===== src/rtl/cpu_pkg.sv =====
// Shared definitions for the 8-bit computer control path.
// Contents: opcode constants, T-state constants, control-word bit positions
// and a helper that builds a one-hot control-word mask.
package cpu_pkg;

  localparam int unsigned OPCODE_W = 4;
  localparam int unsigned STEP_W   = 3;
  localparam int unsigned CW_W     = 16;

  typedef logic [OPCODE_W-1:0] opcode_t;
  typedef logic [STEP_W-1:0]   step_t;
  typedef logic [CW_W-1:0]     cw_t;

  localparam opcode_t OP_LDA = 4'h0;
  localparam opcode_t OP_ADD = 4'h1;
  localparam opcode_t OP_SUB = 4'h2;
  localparam opcode_t OP_STA = 4'h4;
  localparam opcode_t OP_LDI = 4'h5;
  localparam opcode_t OP_JMP = 4'h6;
  localparam opcode_t OP_JC  = 4'h7;
  localparam opcode_t OP_JZ  = 4'h8;
  localparam opcode_t OP_OUT = 4'hE;
  localparam opcode_t OP_HLT = 4'hF;

  localparam step_t T0       = 3'd0;
  localparam step_t T1       = 3'd1;
  localparam step_t T2       = 3'd2;
  localparam step_t T3       = 3'd3;
  localparam step_t T4       = 3'd4;
  localparam step_t MAX_STEP = T4;

  // Control-word bit positions
  localparam int unsigned CW_PC_OE     = 0;
  localparam int unsigned CW_PC_INC    = 1;
  localparam int unsigned CW_PC_WE     = 2;
  localparam int unsigned CW_MAR_WE    = 3;
  localparam int unsigned CW_RAM_OE    = 4;
  localparam int unsigned CW_RAM_WE    = 5;
  localparam int unsigned CW_IR_WE     = 6;
  localparam int unsigned CW_IR_OA     = 7;
  localparam int unsigned CW_IR_ARG_OE = 8;
  localparam int unsigned CW_A_WE      = 9;
  localparam int unsigned CW_A_OE      = 10;
  localparam int unsigned CW_B_WE      = 11;
  localparam int unsigned CW_ALU_OE    = 12;
  localparam int unsigned CW_ALU_SUB   = 13;
  localparam int unsigned CW_FLG_WE    = 14;
  localparam int unsigned CW_OUT_WE    = 15;

  function automatic cw_t cw_bit(input int unsigned pos);
    return cw_t'(1) << pos;
  endfunction

endpackage


===== src/rtl/ctrl_decode.sv =====
// Combinational microcode decode for the control sequencer.
// Ports:
//   i_step, i_opcode, i_cf, i_zf, i_halted : current T-state, opcode, flags, HALT bit
//   o_cw        : control word (bit positions from cpu_pkg)
//   o_last_step : the current step is the final one of the instruction
module ctrl_decode
  import cpu_pkg::*;
(
  input  step_t   i_step,
  input  opcode_t i_opcode,
  input  logic    i_cf,
  input  logic    i_zf,
  input  logic    i_halted,
  output cw_t     o_cw,
  output logic    o_last_step
);

  always_comb begin
    o_cw        = '0;
    o_last_step = 1'b0;
    if (!i_halted) begin
      case (i_step)
        T0: o_cw = cw_bit(CW_PC_OE) | cw_bit(CW_MAR_WE);
        T1: o_cw = cw_bit(CW_RAM_OE) | cw_bit(CW_IR_WE) | cw_bit(CW_PC_INC);
        T2: begin
          o_cw[CW_IR_OA] = 1'b1;
          o_last_step    = 1'b1;
          case (i_opcode)
            OP_LDA, OP_ADD, OP_SUB, OP_STA: begin
              o_cw[CW_IR_ARG_OE] = 1'b1;
              o_cw[CW_MAR_WE]    = 1'b1;
              o_last_step        = 1'b0;
            end
            OP_LDI: begin
              o_cw[CW_IR_ARG_OE] = 1'b1;
              o_cw[CW_A_WE]      = 1'b1;
            end
            OP_JMP: begin
              o_cw[CW_IR_ARG_OE] = 1'b1;
              o_cw[CW_PC_WE]     = 1'b1;
            end
            OP_JC: begin
              o_cw[CW_IR_ARG_OE] = 1'b1;
              o_cw[CW_PC_WE]     = i_cf;
            end
            OP_JZ: begin
              o_cw[CW_IR_ARG_OE] = 1'b1;
              o_cw[CW_PC_WE]     = i_zf;
            end
            OP_OUT: begin
              o_cw[CW_A_OE]   = 1'b1;
              o_cw[CW_OUT_WE] = 1'b1;
            end
            default: ; // HLT and NOPs: no strobes
          endcase
        end
        T3: begin
          o_cw[CW_IR_OA] = 1'b1;
          o_last_step    = 1'b1;
          case (i_opcode)
            OP_LDA: begin
              o_cw[CW_RAM_OE] = 1'b1;
              o_cw[CW_A_WE]   = 1'b1;
            end
            OP_ADD, OP_SUB: begin
              o_cw[CW_RAM_OE] = 1'b1;
              o_cw[CW_B_WE]   = 1'b1;
              o_last_step     = 1'b0;
            end
            OP_STA: begin
              o_cw[CW_A_OE]   = 1'b1;
              o_cw[CW_RAM_WE] = 1'b1;
            end
            default: ;
          endcase
        end
        T4: begin
          o_cw[CW_IR_OA] = 1'b1;
          o_last_step    = 1'b1;
          if (i_opcode == OP_ADD || i_opcode == OP_SUB) begin
            o_cw[CW_ALU_OE]  = 1'b1;
            o_cw[CW_A_WE]    = 1'b1;
            o_cw[CW_FLG_WE]  = 1'b1;
            o_cw[CW_ALU_SUB] = (i_opcode == OP_SUB);
          end
        end
        // Unreachable step values: no strobes, fall back to T0
        default: o_last_step = 1'b1;
      endcase
    end
  end

endmodule


===== src/rtl/ctrl_seq.sv =====
// Microcoded control sequencer: holds the T-state counter and HALT bit, and
// exposes the decoded control strobes for the datapath.
// Ports:
//   clk, clr        : clock, asynchronous active-high reset
//   opcode, cf, zf  : IR opcode nibble, latched carry / zero flags
//   step, halted    : current T-state and HALT indication
//   remaining       : one output per bus-control strobe
module ctrl_seq
  import cpu_pkg::*;
#(
  parameter int unsigned OPW = 4
) (
  input  logic           clk,
  input  logic           clr,
  input  logic [OPW-1:0] opcode,
  input  logic           cf,
  input  logic           zf,
  output logic [2:0]     step,
  output logic           halted,
  output logic           pc_oe,
  output logic           pc_inc,
  output logic           pc_we,
  output logic           mar_we,
  output logic           ram_oe,
  output logic           ram_we,
  output logic           ir_we,
  output logic           ir_oa,
  output logic           ir_arg_oe,
  output logic           a_we,
  output logic           a_oe,
  output logic           b_we,
  output logic           alu_oe,
  output logic           alu_sub,
  output logic           flg_we,
  output logic           out_we
);

  step_t r_step;
  logic  r_halted;
  step_t w_step_nxt;
  logic  w_halted_nxt;
  cw_t   w_cw;
  logic  w_last_step;

  ctrl_decode u_decode (
    .i_step      (r_step),
    .i_opcode    (opcode),
    .i_cf        (cf),
    .i_zf        (zf),
    .i_halted    (r_halted),
    .o_cw        (w_cw),
    .o_last_step (w_last_step)
  );

  always_ff @(posedge clk or posedge clr) begin
    if (clr) begin
      r_step   <= T0;
      r_halted <= 1'b0;
    end else begin
      r_step   <= w_step_nxt;
      r_halted <= w_halted_nxt;
    end
  end

  always_comb begin
    w_step_nxt   = r_step;
    w_halted_nxt = r_halted;
    if (!r_halted) begin
      if (w_last_step) begin
        w_step_nxt = T0;
        // HLT retires in T2; step parks at 0 while halted
        if (r_step == T2 && opcode == OP_HLT) begin
          w_halted_nxt = 1'b1;
        end
      end else begin
        w_step_nxt = r_step + 3'd1;
      end
    end
  end

  always_comb begin
    step      = r_step;
    halted    = r_halted;
    pc_oe     = w_cw[CW_PC_OE];
    pc_inc    = w_cw[CW_PC_INC];
    pc_we     = w_cw[CW_PC_WE];
    mar_we    = w_cw[CW_MAR_WE];
    ram_oe    = w_cw[CW_RAM_OE];
    ram_we    = w_cw[CW_RAM_WE];
    ir_we     = w_cw[CW_IR_WE];
    ir_oa     = w_cw[CW_IR_OA];
    ir_arg_oe = w_cw[CW_IR_ARG_OE];
    a_we      = w_cw[CW_A_WE];
    a_oe      = w_cw[CW_A_OE];
    b_we      = w_cw[CW_B_WE];
    alu_oe    = w_cw[CW_ALU_OE];
    alu_sub   = w_cw[CW_ALU_SUB];
    flg_we    = w_cw[CW_FLG_WE];
    out_we    = w_cw[CW_OUT_WE];
  end

endmodule


===== config.mk =====
export PLATFORM = sky130hd
export DESIGN_NAME = ctrl_seq
export DESIGN_NICKNAME = d
export VERILOG_FILES = /design/src/rtl/cpu_pkg.sv /design/src/rtl/ctrl_decode.sv /design/src/rtl/ctrl_seq.sv
export SDC_FILE = /design/constraint.sdc
export NUM_CORES = 1
export LEC_CHECK = 0
export ABC_AREA = 1
export ABC_CLOCK_PERIOD_IN_PS = 1500
export CAP_MARGIN = 40
export CORE_MARGIN = 3
export CORE_UTILIZATION = 39
export CTS_CLUSTER_DIAMETER = 150
export CTS_CLUSTER_SIZE = 40
export DETAILED_ROUTE_END_ITERATION = 10
export PLACE_DENSITY = 0.8
export SKIP_LAST_GASP = 1
export SLEW_MARGIN = 40
export SYNTH_ARGS = -nofsm -noshare
export SYNTH_HDL_FRONTEND = slang
export SYNTH_SLANG_ARGS = --single-unit
export TNS_END_PERCENT = 30

===== constraint.sdc =====
create_clock -name clk -period 1.5 [get_ports clk]
set_input_delay 0.15 -clock clk [delete_from_list [all_inputs] [get_ports clk]]
set_output_delay 0.15 -clock clk [all_outputs]
set_load 0.02 [all_outputs]

* Yosys cells after proc, flatten, opt, wreduce, memory -nomap -nowiden
Index checks and enable logic that the tools add are counted.
** Operators by class
- Multiplexer cells :: 31
- Eq/ne operators :: 13
- Reductions and logical operators :: 10
- Add/subtract/negate cells :: 1
** Operator list (count)
- two-way mux 1 bit :: 20
- == test 4 x 3 -> 1 bit, second input constant :: 4
- two-way mux 16 bit :: 1
- == test 4 bit, second input constant :: 3
- case mux 2 bit (2 select lines) :: 3
- two-way mux 3 bit :: 3
- case mux 1 bit (3 select lines) :: 3
- OR reduction 8 bit :: 1
- == test 3 x 2 -> 1 bit, second input constant :: 2
- OR reduction 3 bit :: 2
- == test 4 x 1 -> 1 bit, second input constant :: 1
- == test 4 x 2 -> 1 bit, second input constant :: 1
- zero test 4 bit :: 1
- OR reduction 2 bit :: 2
- OR reduction 4 bit :: 1
- adder 3 x 1 -> 3 bit, second input constant :: 1
- == test 3 x 1 -> 1 bit, second input constant :: 1
- == test 3 bit, second input constant :: 1
- zero test 3 bit :: 1
- case mux 1 bit (2 select lines) :: 1
- logical AND 1 bit :: 1
- logical OR 1 bit :: 1
** Storage, ports and cells
- Output and inout port bits :: 20
- Bits in registers :: 4
- Input bits :: 8

* Logic depth before layout (Yosys ltp)
- Depth in word-level cells :: 7
- Gate-level depth with buffers :: 7
- Depth with buffers taken out :: 7

* By module
A second synthesis with hierarchy kept.
** Unflattened totals
- Cell total of the unflattened synthesis :: 94
- Area, all modules :: 524.3 um^2
** Modules (own cells, without submodules)
- ctrl_decode :: instances 1, area an instance 297.8 um^2, cells each 64, seq. area each 0.0 um^2
- ctrl_seq :: instances 1, area an instance 226.5 um^2, cells each 30, seq. area each 100.1 um^2

* Worst setup path before layout
No wires, ideal clock.
- Path kind :: reg2out
- Start :: register r_step[1] (netlist: step[1])
- End :: output port flg_we
- Data arrival time :: 1.683 ns
- Stages on the path, launching flop included :: 6
- Data required time :: 1.350 ns
- Path buffers :: 1
- Slack :: -0.333 ns
- Path through :: dfrtp_1 > inv_1 > ha_1 > nand2_1 > nor3_1 > buf_4
** On the way
- Word-level cells in the longest chain between the ends :: 3
** RTL lines
- start: declaration :: line ctrl_seq.sv:38 : step_t r_step;
- start signal: assignment :: line ctrl_seq.sv:60 : r_step <= w_step_nxt;
- == test 3 bit :: line ctrl_decode.sv:22 : case (i_step)
- two-way mux 3 bit :: line ctrl_decode.sv:22
- two-way mux 16 bit :: line ctrl_decode.sv:21 : if (!i_halted) begin
- end: declaration :: line ctrl_seq.sv:34 : output logic flg_we,
Every way passes these cells.

* Final worst setup path
- Start :: register r_step[1] (netlist: step[1])
- End :: output port ir_oa
** On the way
- Word-level cells in the longest chain between the ends :: 4
** RTL lines
- == test 3 x 2 -> 1 bit / == test 3 bit (equally long branches) :: line ctrl_decode.sv:22
- OR reduction 3 bit (no line) (*)
- two-way mux 1 bit (*) :: line ctrl_decode.sv:22
- two-way mux 16 bit (*) :: line ctrl_decode.sv:21
- end: declaration :: line ctrl_seq.sv:27 : output logic ir_oa,
Mark *: on every way between the ends. The rest lies on a longest branch, timed or not.

==> out/qor.yml <==
clock.fmax_mhz: 568
insertion_delay_ps: 240
drive_gt1_frac: 0.628
cts_made_buffers: 3
setup.worst_path.end_class: "primary output"
critPathLaunchType: "flip-flop"
nNetsFinal: 159
peakVddDrop_mv: 0.340
outcome: "complete, but fails checks"
max_slew_margin: 0.768
drt_wl_total_mm: 2.95
swShare: 0.279
fillers: 54
hold_violations: 0
comb_power_share: 0.261
area_growth_pct: 119
min_period_ps: 1760
tightest_slew_ps: 345
synth-edff-count: 0
power.internal_w: 0.000251
postRouteAntennaNets: 0
drv_slew: 0
drc: 0
synth_area_leaders: "dfrtp_1 18%, ha_1 11%, inv_1 8.0%"
grt_usage: 0.278
yosysMostFrequentCell: "inv_1"
n_antenna_cell: 0
synth.distinct_cells: 23
r2r-start: "step[1]"
final_cell_count_no_fill: 160
cts_tree: "built"
wl_per_cell_um: 18.5
post-place-cells: 152
power_leakage_nw: 0.622
finalCritPeriodShare: 1.17
dp_hpwl_mm: 1.59
drtIter0Drc: 31
fp.dieH_um: 44.0
arrival_ps: 1610
first_global_vias: 852
synth_fp_nets: 101
netlist_area_um2: 562
final.setup.tns_ps: -3010
violations: "setup timing"
cpMostUsedCell: "ha_4"
cp_max_fo: 4
overflow: 0
setup_viol: 20
synth_seq_cells: 4
synth_top_area_frac: 0.178
clkSinkCount: 4
fp.coreArea_um2: 1330
drv_cap: 0
rsz0062_at_grt: "true"
fp.dieArea_um2: 1930
crit_slowest_cell: "dfrtp_2"
criticalPathCategory: "flip-flop to primary output"
synth_top_area_cell: "dfrtp_1"
viasPerCell: 5.59
worstSetupStartpoint: "step[1]"
start_util: 0.421
finClkSkew_ps: 3.84
yosysWarnings: 0
dr_total_vias: 895
async_flop_share: 1.00
h-tree-depth: 1
gp_congestion: 0.787
final_util: 0.921
cts_buffer_depth: 2
clk_pin_slew_ps: 40
grt_pass1_wl_mm: 3.99
clock_power_share: 0.427
ys.flop_type: "dfrtp_1"
synth_common_cells: "12 x inv_1, 11 x nand2_1, 10 x nor2_1"
die_w_um: 44.0
std_cell_rows: 13
cts_root_buffer: "clkbuf_4"
register_area_um2: 103
setup_slack_ps: -259
required_ps: 1350
slowest_delay_ps: 470
p_seq_frac: 0.312
yosysSeqAreaShare: 0.178
syn_inst: 88
hold_slack_ps: 142
io_buffers: 27
syn_area_per_cell_um2: 6.38
boundaryPins: 28
grt_max_degree: 6
path_cells: "ha_4 > ha_4 > buf_4 > o21ai_2 > inv_1 > buf_6"
power_density_nw_per_um2: 283
p_sw_w: 0.0000969
report.power.total_w: 0.000347
postCtsHoldBufs: 0
min_path_type: "input port to asynchronous set/reset pin"
drt_first_pass_iters: 4
antenna_found_initial: 0
multi_input_area_um2: 542
power groups by stage:
stage                     registers [W]  logic [W]  clock network [W]
after floorplan                0.000110  0.0000288                  0
after global placement         0.000110  0.0000755                  0
after detailed placement       0.000110  0.0000777                  0
after CTS                      0.000108  0.0000815           0.000159
after global routing           0.000108  0.0000961           0.000172
final                          0.000108  0.0000907           0.000148
cell usage in the layout, fill, tap and decap left out, drive strengths merged, types with 2 or more instances in the layout:
cell type      count
o21ai              3
buf               44
clkdlybuf4s50      9
nand2             18
clkbuf             5
dlymetal6s2s       2
nor3               5
ha                 5
inv               18
nor2              12
nand3              5
a21oi              7
dfrtp              4
worst paths after layout:
kind	to	slack, ps	depth (start not counted)
worst max-delay path	ir_oa	-260	6
worst min-delay path	step[1]	140	2
worst max register to register	step[1]	20	6
worst min register to register	halted	750	2
max in group asynchronous	step[0]	1190	2
min in group clk	halted	450	4
final cells by class:
class / instances / share of cell area
clock buffer: 4 / 0.0214
inverter: 18 / 0.0570
multi-input combinational: 63 / 0.441
sequential: 4 / 0.0835
tap: 15 / 0.0153
timing repair buffer: 56 / 0.382
layer usage:
| metal | vias up | share of wire | track usage |
|---|---|---|---|
| met3 | 17 | 0.096 | 0.0249 |
| met4 | 0 | 0.049 | 0.175 |
| li1 | 396 | - | - |
| met1 | 407 | 0.37 | 0.307 |
| met2 | 75 | 0.49 | 0.500 |
| met5 | - | 0 | 0 |
timing repair:
| action | CTS | global route |
|---|---|---|
| setup endpoints to repair | 20 | 20 |
| resized for setup | 94 | 23 |
| buffers inserted | 3 | 1 |
| pin swaps | 7 | 4 |
state kept, by name, summed over array words and instances, names as in the netlist:
name    count
step        3
halted      1
cells by family after synthesis:
family | after synthesis | synth area share
adder cells (fa/ha/maj) | 5 | 0.111
multiplexers | 1 | 0.0178
AO/OA/AOI/OAI | 14 | 0.151
XOR/XNOR | 1 | 0.0156
buffers and inverters | 21 | 0.156
flip-flops | 4 | 0.178
AND/OR/NAND/NOR | 42 | 0.370
worst max-delay path, delay by kind of cell, from the launching register on:
family                     cells  cell delay (ps)
buffers and inverters          3              350
DFF                            1              470
AOI/OAI and AO/OA              1              150
adders and majority gates      2              390
metrics by stage:
step                cell area (um^2)  worst slack (ps)
floorplan                        592             -79.0
global placement                1050              -513
detailed placement              1050              -576
CTS                             1150              -203
global route                    1230              -340
finish                          1230              -259
(Power assumes the default switching activity.)
